==> config.mk <==
export PLATFORM = sky130hd
export DESIGN_NAME = conv_core
export DESIGN_NICKNAME = d
export VERILOG_FILES = /design/src/rtl/conv_pkg.sv /design/src/rtl/conv_mac.sv /design/src/rtl/conv_core.sv
export SDC_FILE = /design/constraint.sdc
export NUM_CORES = 1
export LEC_CHECK = 0
export BUFFER_PORTS_ARGS = -buffer_cell sky130_fd_sc_hd__buf_2
export CAP_MARGIN = 20
export CORE_ASPECT_RATIO = 0.6
export CORE_MARGIN = 2
export CORE_UTILIZATION = 60
export DETAILED_ROUTE_END_ITERATION = 7
export PLACE_DENSITY = 0.82
export REMOVE_ABC_BUFFERS = 1
export SLEW_MARGIN = 20
export SYNTH_ARGS = -nofsm -noshare
export SYNTH_HDL_FRONTEND = slang
export SYNTH_SLANG_ARGS = --single-unit
==> constraint.sdc <==
create_clock -name clk -period 11.9 [get_ports clk]
set_input_delay 2.38 -clock clk [delete_from_list [all_inputs] [get_ports clk]]
set_output_delay 2.38 -clock clk [all_outputs]
set_load 0.01 [all_outputs]
==> src/rtl/conv_pkg.sv <==
// conv_pkg: shared FSM encoding and default widths for the convolution engine.
// The derived accumulator width is sized so a full-length MAC never overflows.
package conv_pkg;
    localparam int DEF_DATA_WIDTH = 8;
    localparam int DEF_ADDR_WIDTH = 3;
    localparam int DEF_MAX_SIZE   = 5;
    localparam int DEF_OUT_WIDTH  = 16;
    localparam int DEF_ACC_WIDTH  = 2 * DEF_DATA_WIDTH + DEF_ADDR_WIDTH;

    typedef enum logic [2:0] {
        IDLE,
        CLEAR,
        READ,
        MAC,
        WRITE,
        DONE
    } state_t;

    function automatic int acc_width(input int data_w, input int addr_w);
        return 2 * data_w + addr_w;
    endfunction
endpackage

==> src/rtl/conv_mac.sv <==
// conv_mac: registered multiply-accumulate plus the out() reduction to memZ width.
// CONV_SAT_EN defined: results above the output range saturate; undefined: low bits kept.
module conv_mac #(
    parameter int DATA_WIDTH = 8,
    parameter int ACC_WIDTH  = 19,
    parameter int OUT_WIDTH  = 16
) (
    input  logic                  clk,
    input  logic                  rst_n,
    input  logic                  clr,
    input  logic                  acc_en,
    input  logic [DATA_WIDTH-1:0] a,
    input  logic [DATA_WIDTH-1:0] b,
    output logic [OUT_WIDTH-1:0]  out_data
);
    logic [2*DATA_WIDTH-1:0] prod;
    logic [ACC_WIDTH-1:0]    acc_d;
    logic [ACC_WIDTH-1:0]    acc_q;

    always_comb begin
        prod  = a * b;
        acc_d = acc_q;
        if (clr) begin
            acc_d = '0;
        end else if (acc_en) begin
            acc_d = acc_q + ACC_WIDTH'(prod);
        end
    end

    always_ff @(posedge clk or negedge rst_n) begin
        if (!rst_n) begin
            acc_q <= '0;
        end else begin
            acc_q <= acc_d;
        end
    end

`ifdef CONV_SAT_EN
    localparam logic [ACC_WIDTH-1:0] OUT_MAX = ACC_WIDTH'({OUT_WIDTH{1'b1}});

    always_comb begin
        if (acc_q > OUT_MAX) begin
            out_data = '1;
        end else begin
            out_data = OUT_WIDTH'(acc_q);
        end
    end
`else
    assign out_data = OUT_WIDTH'(acc_q);
`endif
endmodule

==> src/rtl/conv_core.sv <==
// conv_core: sequential linear convolution Z = X * Y between memX/memY and memZ.
// Output reduction (saturate vs. truncate) is chosen by CONV_SAT_EN inside conv_mac.
module conv_core
    import conv_pkg::*;
#(
    parameter int DATA_WIDTH = DEF_DATA_WIDTH,
    parameter int ADDR_WIDTH = DEF_ADDR_WIDTH,
    parameter int MAX_SIZE   = DEF_MAX_SIZE,
    parameter int OUT_WIDTH  = DEF_OUT_WIDTH
) (
    input  logic                  clk,
    input  logic                  rst_n,
    input  logic                  start,
    input  logic [ADDR_WIDTH-1:0] sizeX,
    input  logic [ADDR_WIDTH-1:0] sizeY,
    output logic [ADDR_WIDTH-1:0] memX_addr,
    output logic                  memX_rd,
    input  logic [DATA_WIDTH-1:0] dataX,
    output logic [ADDR_WIDTH-1:0] memY_addr,
    output logic                  memY_rd,
    input  logic [DATA_WIDTH-1:0] dataY,
    output logic [ADDR_WIDTH:0]   memZ_addr,
    output logic [OUT_WIDTH-1:0]  memZ_data,
    output logic                  memZ_wr,
    output logic                  busy,
    output logic                  done
);
    localparam int ACC_WIDTH = acc_width(DATA_WIDTH, ADDR_WIDTH);
    localparam int NW        = ADDR_WIDTH + 1;

    state_t                state_q, state_d;
    logic [ADDR_WIDTH-1:0] size_x_q, size_x_d, size_y_q, size_y_d;
    logic [NW-1:0]         n_q, n_d;
    logic [ADDR_WIDTH-1:0] k_q, k_d, kmax_q, kmax_d;
    logic [NW-1:0]         n_last, kmin_w, kmax_w;
    logic [ADDR_WIDTH-1:0] x_addr_q, x_addr_d, y_addr_q, y_addr_d;
    logic [NW-1:0]         z_addr_q, z_addr_d;
    logic                  rd_q, rd_d, wr_q, wr_d;
    logic                  busy_q, busy_d, done_q, done_d;

    function automatic logic [ADDR_WIDTH-1:0] clamp_size(input logic [ADDR_WIDTH-1:0] s);
        return (int'(s) > MAX_SIZE) ? ADDR_WIDTH'(MAX_SIZE) : s;
    endfunction

    // Valid k range for output n: X index inside [0,sizeX), Y index n-k inside [0,sizeY).
    assign n_last = {1'b0, size_x_q} + {1'b0, size_y_q} - NW'(2);
    assign kmin_w = (n_q >= {1'b0, size_y_q}) ? (n_q - {1'b0, size_y_q} + NW'(1)) : '0;
    assign kmax_w = (n_q < ({1'b0, size_x_q} - NW'(1))) ? n_q : ({1'b0, size_x_q} - NW'(1));

    always_comb begin
        state_d  = state_q;
        size_x_d = size_x_q;
        size_y_d = size_y_q;
        n_d      = n_q;
        k_d      = k_q;
        kmax_d   = kmax_q;
        case (state_q)
            IDLE: begin
                if (start) begin
                    size_x_d = clamp_size(sizeX);
                    size_y_d = clamp_size(sizeY);
                    n_d      = '0;
                    state_d  = (size_x_d == '0 || size_y_d == '0) ? DONE : CLEAR;
                end
            end
            CLEAR: begin
                k_d     = ADDR_WIDTH'(kmin_w);
                kmax_d  = ADDR_WIDTH'(kmax_w);
                state_d = READ;
            end
            READ: state_d = MAC;
            MAC: begin
                if (k_q == kmax_q) begin
                    state_d = WRITE;
                end else begin
                    k_d     = k_q + ADDR_WIDTH'(1);
                    state_d = READ;
                end
            end
            WRITE: begin
                if (n_q == n_last) begin
                    state_d = DONE;
                end else begin
                    n_d     = n_q + NW'(1);
                    state_d = CLEAR;
                end
            end
            DONE:    state_d = IDLE;
            default: state_d = IDLE;
        endcase

        // Strobes are computed from the next state so they are registered yet valid in-state.
        rd_d     = (state_d == READ);
        x_addr_d = rd_d ? k_d : '0;
        y_addr_d = rd_d ? ADDR_WIDTH'(n_d - NW'(k_d)) : '0;
        wr_d     = (state_d == WRITE);
        z_addr_d = wr_d ? n_d : '0;
        busy_d   = (state_d != IDLE);
        done_d   = (state_d == DONE);
    end

    always_ff @(posedge clk or negedge rst_n) begin
        if (!rst_n) begin
            state_q  <= IDLE;
            size_x_q <= '0;
            size_y_q <= '0;
            n_q      <= '0;
            k_q      <= '0;
            kmax_q   <= '0;
            x_addr_q <= '0;
            y_addr_q <= '0;
            z_addr_q <= '0;
            rd_q     <= 1'b0;
            wr_q     <= 1'b0;
            busy_q   <= 1'b0;
            done_q   <= 1'b0;
        end else begin
            state_q  <= state_d;
            size_x_q <= size_x_d;
            size_y_q <= size_y_d;
            n_q      <= n_d;
            k_q      <= k_d;
            kmax_q   <= kmax_d;
            x_addr_q <= x_addr_d;
            y_addr_q <= y_addr_d;
            z_addr_q <= z_addr_d;
            rd_q     <= rd_d;
            wr_q     <= wr_d;
            busy_q   <= busy_d;
            done_q   <= done_d;
        end
    end

    conv_mac #(
        .DATA_WIDTH(DATA_WIDTH),
        .ACC_WIDTH (ACC_WIDTH),
        .OUT_WIDTH (OUT_WIDTH)
    ) u_mac (
        .clk     (clk),
        .rst_n   (rst_n),
        .clr     (state_q == CLEAR),
        .acc_en  (state_q == MAC),
        .a       (dataX),
        .b       (dataY),
        .out_data(memZ_data)
    );

    assign memX_addr = x_addr_q;
    assign memY_addr = y_addr_q;
    assign memX_rd   = rd_q;
    assign memY_rd   = rd_q;
    assign memZ_addr = z_addr_q;
    assign memZ_wr   = wr_q;
    assign busy      = busy_q;
    assign done      = done_q;
endmodule

# ---- Word level (Yosys, flattened, before mapping)
# Index checks and enable logic that the tools add are counted.
dict set report word_totals {
  mem_count 0
  mem_bits_ro 0
  register_bits 52
  mem_bits_rw 0
  latchBits 0
}
dict set report op_classes {
  n_shift 0
  addsub 9
  n_mux 19
  reduce_logical 7
  n_lt_le_gt_ge 4
  n_mul 1
  bitwise_logic 0
  eq_ne 9
  div_mod_pow 0
}
# operator n
set ops {}
lappend ops {{19-bit two-way mux} 2}
lappend ops {{3-bit two-way mux} 11}
lappend ops {{19-bit by 16-bit adder with 19-bit output} 1}
lappend ops {{8-bit by 8-bit multiplier with 16-bit output} 1}
lappend ops {{3-bit case mux with 5 select lines} 1}
lappend ops {{4-bit two-way mux} 3}
lappend ops {{3-bit by 2-bit == test with 1-bit output (second input constant)} 3}
lappend ops {{3-bit == test (second input constant)} 3}
lappend ops {{3-bit zero test} 3}
lappend ops {{4-bit case mux with 2 select lines} 1}
lappend ops {{3-bit by 1-bit adder with 3-bit output (second input constant)} 2}
lappend ops {{3-bit greater-than comparator (second input constant)} 2}
lappend ops {{3-bit case mux with 2 select lines} 1}
lappend ops {{3-bit subtractor} 2}
lappend ops {{3-bit by 3-bit adder with 4-bit output} 1}
lappend ops {{4-bit by 1-bit adder with 4-bit output (second input constant)} 1}
lappend ops {{4-bit == test} 1}
lappend ops {{4-bit by 3-bit greater-or-equal comparator with 1-bit output} 1}
lappend ops {{4-bit less-than comparator} 1}
lappend ops {{3-bit by 1-bit subtractor with 4-bit output (second input constant)} 1}
lappend ops {{4-bit by 2-bit subtractor with 4-bit output (second input constant)} 1}
lappend ops {{3-bit by 1-bit == test with 1-bit output (second input constant)} 1}
lappend ops {{3-bit == test} 1}
lappend ops {{3-bit nonzero test} 1}
lappend ops {{other kinds (3)} 3}

# ---- Depth between registers and ports, before layout
# Gate-level depths: netlist (run 1).
dict set report logic_depth {
  ltp_word 9
  depth_mapped 17
  depth_no_buf 16
}

# ---- Modules after synthesis
# From an unflattened synthesis (run 1), not the netlist that was laid out.
dict set report hier_totals {
  hier_cells 562
  hier_area_um2 5148.7
}
# module area_each_um2 n_inst cells_per_inst
set by_module_without_submodules {}
lappend by_module_without_submodules {conv_mac 3200.6 1 368}
lappend by_module_without_submodules {conv_core 1948.1 1 194}

# ---- Least setup slack after synthesis (run 1)
# OpenSTA, ideal clock, no wires.
dict set report synth_path {
  kind {in2reg}
  start {in dataY[1]}
  end {reg u_mac.acc_q[15]}
  required_time_ps 11813
  setup_slack_ps 5279
  t_arrival_ps 6534
  path_stages 16
  cell_sequence {clkbuf_1 -> nand2_1 -> fa_1 -> inv_1 -> fa_1 -> inv_1 -> fa_1 -> fa_1 -> inv_1 -> ha_1 -> o21a_1 -> a2111oi_2 -> o211ai_1 -> and3_1 -> or4_1 -> o211ai_1}
}
dict set report synth_between {
  elab_chain_len 4
}
# item line_no
set synth_rtl {}
lappend synth_rtl {{from (decl)} conv_core.sv:21} ;# input logic [DATA_WIDTH-1:0] dataY,
lappend synth_rtl {{8-bit by 8-bit multiplier with 16-bit output} conv_mac.sv:21} ;# prod = a * b;
lappend synth_rtl {{19-bit by 16-bit adder with 19-bit output} conv_mac.sv:26} ;# acc_d = acc_q + ACC_WIDTH'(prod);
lappend synth_rtl {{19-bit two-way mux} conv_mac.sv:25} ;# end else if (acc_en) begin
lappend synth_rtl {{19-bit two-way mux} conv_mac.sv:23} ;# if (clr) begin
lappend synth_rtl {{to (signal assigned)} conv_mac.sv:32} ;# acc_q <= '0;
lappend synth_rtl {{to (signal assigned)} conv_mac.sv:34} ;# acc_q <= acc_d;
lappend synth_rtl {{to (decl)} conv_mac.sv:18} ;# logic [ACC_WIDTH-1:0] acc_q;
# Every way passes these cells. The select of a mux whose other input is x is not followed.
# A chain may end at the register's enable or synchronous reset.

# ---- Worst setup path after layout (run 1)
dict set report layout_path {
  start {in dataX[3]}
  end {reg u_mac.acc_q[15]}
}
dict set report layout_between {
  elab_chain_len 4
}
# item line_no
set layout_rtl {}
lappend layout_rtl {{from (decl)} conv_core.sv:18} ;# input logic [DATA_WIDTH-1:0] dataX,
lappend layout_rtl {{8-bit by 8-bit multiplier with 16-bit output} conv_mac.sv:21}
lappend layout_rtl {{19-bit by 16-bit adder with 19-bit output} conv_mac.sv:26}
lappend layout_rtl {{19-bit two-way mux} conv_mac.sv:25}
lappend layout_rtl {{19-bit two-way mux} conv_mac.sv:23}
# Every way passes these cells. The select of a mux whose other input is x is not followed.

==> results.md, run 1 <==
- Commonest cells in the netlist: 116 x inv_1, 54 x nand2_1, 52 x fa_1, 52 x ha_1, 49 x dfrtp_1
- Starting density of the core: between 60 and 70%
- Post-Synthesis Cells: 530
- RePlAce Congestion: between 0.8 and 0.9
- Buffer and inverter count on the worst path: 4
- Routed Antenna Nets: 0
- Pin count of the biggest net entering global routing: 50
- Sequential area share after synthesis: 24.9%
- Detail Placement HPWL: between 8000 and 9000 microns
- Dpl ws: slightly above 5000 ps
- Iter 0 DRT Violations: 249
- PwrDens: a little under 300 nW/um^2
- Setup Skew: between 6 and 7 ps
- Total gr overflow: 0
- Port Buffers: 55
- MaxCap Viol Count: 0
- Most frequent cell after synthesis: inv_1
- Critical Path Start Type: primary input
- Post-synth EDFFs: 0
- CTS root buf: clkbuf_16
- Die area: between 8000 and 9000 sq um
- Cts repair resizes: 0
- Area of the multi-input gates: 3210 sq um
- Layout Cells excl Fill: ~690
- Top cell type's share of synthesized area: about 25%
- Final min period: approximately 6600 ps
- Unrepaired setup endpoints after global routing: false
- Worst-path cell chain: buf_2, nand2_1, fa_1, inv_1, fa_1, ha_1, inv_1, fa_1, inv_1, fa_1, a211o_1, a2111oi_2, o211ai_1, and3_1, or4_1, o211ai_1
- CP max stage cell: fa_1
- Avg Vias per Cell: roughly 5.5
- Placed cell count: 681
- Ant diodes: 0
- Vias in the first global route: around 3700
- HP Class: register to register
- Final setup violating endpoints: 0
- Core area: approximately 7900 sq um
- Yosys cell types: 46
- Nets: around 710
- Worst relative slew slack: between 20% and 30%
- Fill count: between 600 and 700
- Worst VDD drop: 0.000186 V
- #FFs+latches synth: between 40 and 50
- Post-synth top flop: dfrtp_1
- Avg WL per Cell: around 16 microns
- Final Cycle Share: between 50% and 60%
- Final wirelength: 10700 microns
- Largest cells by area after synthesis: dfrtp_1 25%, fa_1 21%, ha_1 13%
- CP Data Arrival Time: approximately 6900 ps
- DRC violation count after routing: 0
- Clk Latency, worst-skew pair: slightly below 300 ps
- Row count: 25
- I/O Pins: 56
- Clock Tree Buf Depth: 2
- CTS sink cnt: between 40 and 50
- Synthesized area: roughly 4900 sq um
- TritonRoute pass-1 iters: 5
- Area grow syn2layout: 10.5%
- Synth area leader: dfrtp_1
- H-tree Lvls: 2
- Die height: around 74 microns
- Critical path type: primary input to register
- Syn_area_per_cell: 9.28 sq um
- FMAX: 150 MHz
- Ys Warns: 0
- CP delay by family, top: adder cells
- First-pass GRT wire length: about 18000 microns
- CP peak stage delay: ~540 ps
- Total power: 1620 uW
- Post-CTS setup buffers: 0
- Slew @ Worst Pin: roughly 1100 ps
- Final hold vios: 0
- Clock-pin slew on the worst setup and hold paths: around 70 ps
- Initial antenna violation count: 0
- Final core occ: approximately two thirds
- Via count: approximately 3800
- GRT Overall Usage: 25.3%
- Fin worst setup slack: ~5300 ps
- Critical Path RT: about 12000 ps
- CP dominant cell by count: fa_1
- CTS tree: done
- Largest fanout on the critical path: 8
- CTS Buf Count: 5
- Share of layout cells above drive strength 1: between 10% and 20%
- Setup tns final: 0 ps
- Max-slew violations: 0
- Crit end category: register
- CTS hold repair buffers: 0
- Post-synth ARST share: 100%
- Chip width: about 120 microns
- Register area: around 1200 sq um
- Leak Pwr: 0.00301 uW
- Status: complete, no violations
## power breakdown
group	leakage, uW	internal [uW]	switching (uW)
logic	0.00231	505	675
clock network	0.0000704	79.0	65.1
registers	0.000623	233	61.9
total	0.00301	817	802
## cell families (layout without fill, tap and decap cells)
logic type	Yosys count	count (layout)	share of synthesized area (%)
mux	7	7	1.53
fa+ha+maj	104	104	34.4
xor+xnor	21	21	4.30
compound gates	75	75	10.1
simple gates	146	146	14.8
buf+inv	128	179	9.85
flops	49	49	24.9
## cell type report
cell class	count	area share, %
Multi-Input combinational cell	353	59.0
Sequential cell	49	22.6
Inverter	116	8.02
Timing Repair Buffer	55	5.12
Tap cell	108	2.49
Clock buffer	5	2.30
Clock inverter	3	0.461
## layer usage
layer  up-vias  wire, microns  part of all wire, %  global-route usage [%]
li1       1783              -                    -                       -
met1      1860           4940                   46                    38.4
met2       146           4700                   44                    38.2
met3        23            873                  8.2                    4.68
met4         0            165                  1.5                    5.81
met5         -              0                    0                       0
## state kept, by name, indices dropped and copies added (netlist names)
register / cells
u_mac.acc_q: 16
kmax_q: 3
done: 1
size_y_q: 3
memY_addr: 3
memX_rd: 1
memZ_wr: 1
state_q: 3
busy: 1
size_x_q: 3
n_q: 4
k_q: 3
memZ_addr: 4
memX_addr: 3
## layout by cell type (no fill, tap or decap), drive strengths merged, types with 2 or more instances in the layout
master | netlist | final
a2111oi | 2 | 2
a211o | 3 | 3
a211oi | 2 | 2
a21o | 8 | 8
a21oi | 12 | 12
a22o | 3 | 3
a31oi | 3 | 3
and2 | 38 | 38
and3 | 4 | 4
buf | 1 | 55
clkbuf | 11 | 5
dfrtp | 49 | 49
fa | 52 | 52
ha | 52 | 52
inv | 116 | 117
mux2 | 4 | 4
mux2i | 3 | 3
nand2 | 54 | 54
nand2b | 5 | 5
nand3 | 10 | 10
nand3b | 2 | 2
nand4 | 3 | 3
nor2 | 15 | 15
nor2b | 2 | 2
nor3 | 9 | 9
o211ai | 2 | 2
o21a | 5 | 5
o21ai | 22 | 22
o22ai | 2 | 2
o31ai | 4 | 4
or2 | 2 | 2
xnor2 | 11 | 11
xnor3 | 2 | 2
xor2 | 8 | 8
## worst min-delay path: stages (launching register included)
cell     delay [ps]
dfrtp_1         380
nand2_1          60
nand2_1          60
## stage by stage
step	cell area (sq um)	hold slack, ps
6_report	5430	521
5_1_grt	5430	573
3_5_place_dp	5280	520
2_1_floorplan	4870	469
3_3_place_gp	5280	500
4_1_cts	5430	536
## worst paths after layout
path	cells past startpoint	endpoint	startpoint	slack, ps
worst min register to register	2	u_mac.acc_q[0]	u_mac.acc_q[0]	520
worst min-delay path	2	u_mac.acc_q[0]	u_mac.acc_q[0]	520
min in group asynchronous	1	size_y_q[2]	rst_n	2090
max in group asynchronous	1	memZ_addr[3]	rst_n	9380
worst max-delay path	16	u_mac.acc_q[15]	dataX[3]	5250
worst max register to register	15	u_mac.acc_q[15]	u_mac.acc_q[4]	7170
(Power assumes the default switching activity.)
==> run 2: changes to the inputs <==
- CORE_UTILIZATION: 60 -> 54
- PLACE_DENSITY: 0.82 -> 0.77
- clock period: 11.9 -> 5.6 ns (I/O delays scaled with it)
==> results.md, run 2 (same netlist as run 1, synthesis figures left out) <==
- Status: complete, no violations
- CP max stage cell: fa_1
- Critical Path RT: 5800 ps (-6300 ps)
- Clock-pin slew on the worst setup and hold paths: 70 ps (about the same)
- Setup Skew: 5.46 ps (-1.26 ps)
- Avg Vias per Cell: 5.40 (-2.4%)
- Register with the most flip-flops: u_mac.acc_q
- Post-CTS setup buffers: 0 (unchanged)
- GRT Overall Usage: 23.9% (-1.4 points)
- Avg WL per Cell: 15.7 microns (+1.1%)
- CP peak stage delay: 560 ps (+20 ps)
- Largest fanout on the critical path: 8 (unchanged)
- CTS root buf: clkbuf_16
- Pin count of the biggest net entering global routing: 50 (unchanged)
- CTS sink cnt: 49 (unchanged)
- H-tree Lvls: 2 (unchanged)
- CTS Buf Count: 5 (unchanged)
- Final hold vios: 0 (unchanged)
- Initial antenna violation count: 0 (unchanged)
- PwrDens: 641 nW/um^2 (+110%)
- Max reg flops: 16 (unchanged)
- Nets: 714 (+0.71%)
- CP dominant cell by count: fa_1
- Design area: 5490 sq um (+1.1%)
- First-pass GRT wire length: 18800 microns (+6.7%)
- Detail Placement HPWL: 8900 microns (+2.4%)
- R2r startpoint: u_mac.acc_q[4]
- Min-Delay Startpoint: kmax_q[0]
- Slew @ Worst Pin: 703 ps (-414 ps)
- RePlAce Congestion: 0.997 (+17%)
- Register area: 1230 sq um (unchanged)
- FMAX: 187 MHz
- MaxCap Viol Count: 0 (unchanged)
- Die area: 9910 sq um (+11%)
- Routed Antenna Nets: 0 (unchanged)
- HP Class: register to register
- Vias in the first global route: 3842 (+3.9%)
- Area post-placement: 5320 sq um (+0.81%)
- Worst relative slew slack: 53.0% (+28 points)
- Final Cycle Share: a little over nine tenths
- Most common cell after layout, fill and taps aside: inv_1
- I/O Pins: 56 (unchanged)
- Row count: 26 (+4.0%)
- Clock Tree Buf Depth: 2 (unchanged)
- Cts repair resizes: 0 (unchanged)
- Port Buffers: 55 (unchanged)
- Area grow syn2layout: 11.7%
- CTS hold repair buffers: 0 (unchanged)
- Total gr overflow: 0 (unchanged)
- Area of the multi-input gates: 3210 sq um (unchanged)
- Clk Latency, worst-skew pair: 290 ps (about the same)
- Ant diodes: 0 (unchanged)
- CP Data Arrival Time: 5540 ps (-1310 ps)
- Final wirelength: 10900 microns (+2.4%)
- Final setup violating endpoints: 0 (unchanged)
- Fill count: 723 (+20%)
- Worst-path cell chain: buf_2, nand2_1, fa_1, fa_1, inv_1, fa_1, inv_1, fa_1, inv_1, ha_1, o21a_1, a2111oi_2, o211ai_1, and3_1, or4_1, o211ai_1
- Final min period: about 5300 ps
- Highest-count cells in the layout ignoring fill and taps: 116 x inv_1, 54 x nand2_1, 54 x buf_2
- Unrepaired setup endpoints after global routing: false
- CTS tree: done
- Leak Pwr: 0.00305 uW (+1.3%)
- Iter 0 DRT Violations: 396 (+59%)
- Max-slew violations: 0 (unchanged)
- DRC violation count after routing: 0 (unchanged)
- Chip width: 127 microns (+5.2%)
- Crit end category: register
- Starting density of the core: 56.6% (-5.5 points)
- Core area: 8690 sq um (+9.8%)
- Share of layout cells above drive strength 1: 13.3% (+0.75 points)
- Setup tns final: 0 ps (unchanged)
- Via count: 3768 (-1.2%)
- CP startpoint: dataX[2]
- Worst VDD drop: 0.000323 V (+74%)
- TritonRoute pass-1 iters: 5 (unchanged)
- Die height: 77.9 microns (+5.1%)
- Critical path type: primary input to register
- Critical Path Start Type: primary input
-- run 2: cell types whose count changed in the layout (fill, tap and decap cells not counted) --
| cell | change |
|---|---|
| buf_4 | +5 |
| bufinv_16 | +1 |
| clkinv_2 | +1 |
| clkinv_4 | -1 |
| clkinvlp_4 | -1 |
-- run 2: cell type report --
class / count / share of cell area, %
Tap cell: 112 / 2.55
Clock inverter: 3 / 0.797
Clock buffer: 5 / 2.28
Timing Repair Buffer: 60 / 5.74
Inverter: 116 / 7.93
Multi-Input combinational cell: 353 / 58.4
Sequential cell: 49 / 22.3
-- run 2: worst max-delay path: cells and delay by family --
family	cells	cell delay, ps
compound gates	4	910
fa+ha+maj	5	2410
buf+inv	4	330
simple gates	3	770
-- run 2: power by group --
group          internal [uW]  switching (uW)  total, uW
registers                496             131        626
clock network            212             137        349
logic                   1100            1440       2540
-- run 2: final timing paths --
path | to | slack, ps | depth (start not counted)
max | u_mac.acc_q[15] | 270 | 16
min | kmax_q[0] | 540 | 2
max reg2reg | u_mac.acc_q[15] | 910 | 15
min reg2reg | kmax_q[0] | 540 | 2
max in group asynchronous | memX_addr[1] | 4330 | 1
min in group asynchronous | size_y_q[0] | 840 | 1
-- run 2: stage by stage --
step / instances / power, uW / setup WS (ps) / hold WS [ps] / util [%]
3_3_place_gp: 690 / 3000 / 125 / 494 / 61.3
2_1_floorplan: 518 / 2480 / 449 / 469 / -
4_1_cts: 698 / 3520 / 273 / 534 / 63.2
3_5_place_dp: 690 / 3120 / 27.7 / 521 / 61.3
5_1_grt: 698 / 3890 / 36.5 / 564 / 63.2
6_report: 698 / 3520 / 266 / 538 / 63.2
-- run 2: per-layer routing --
layer / routed length [microns] / track usage, %
met5: 0 / 0
met4: 161 / 3.96
met3: 858 / 5.86
met2: 4540 / 34.3
met1: 5380 / 37.2
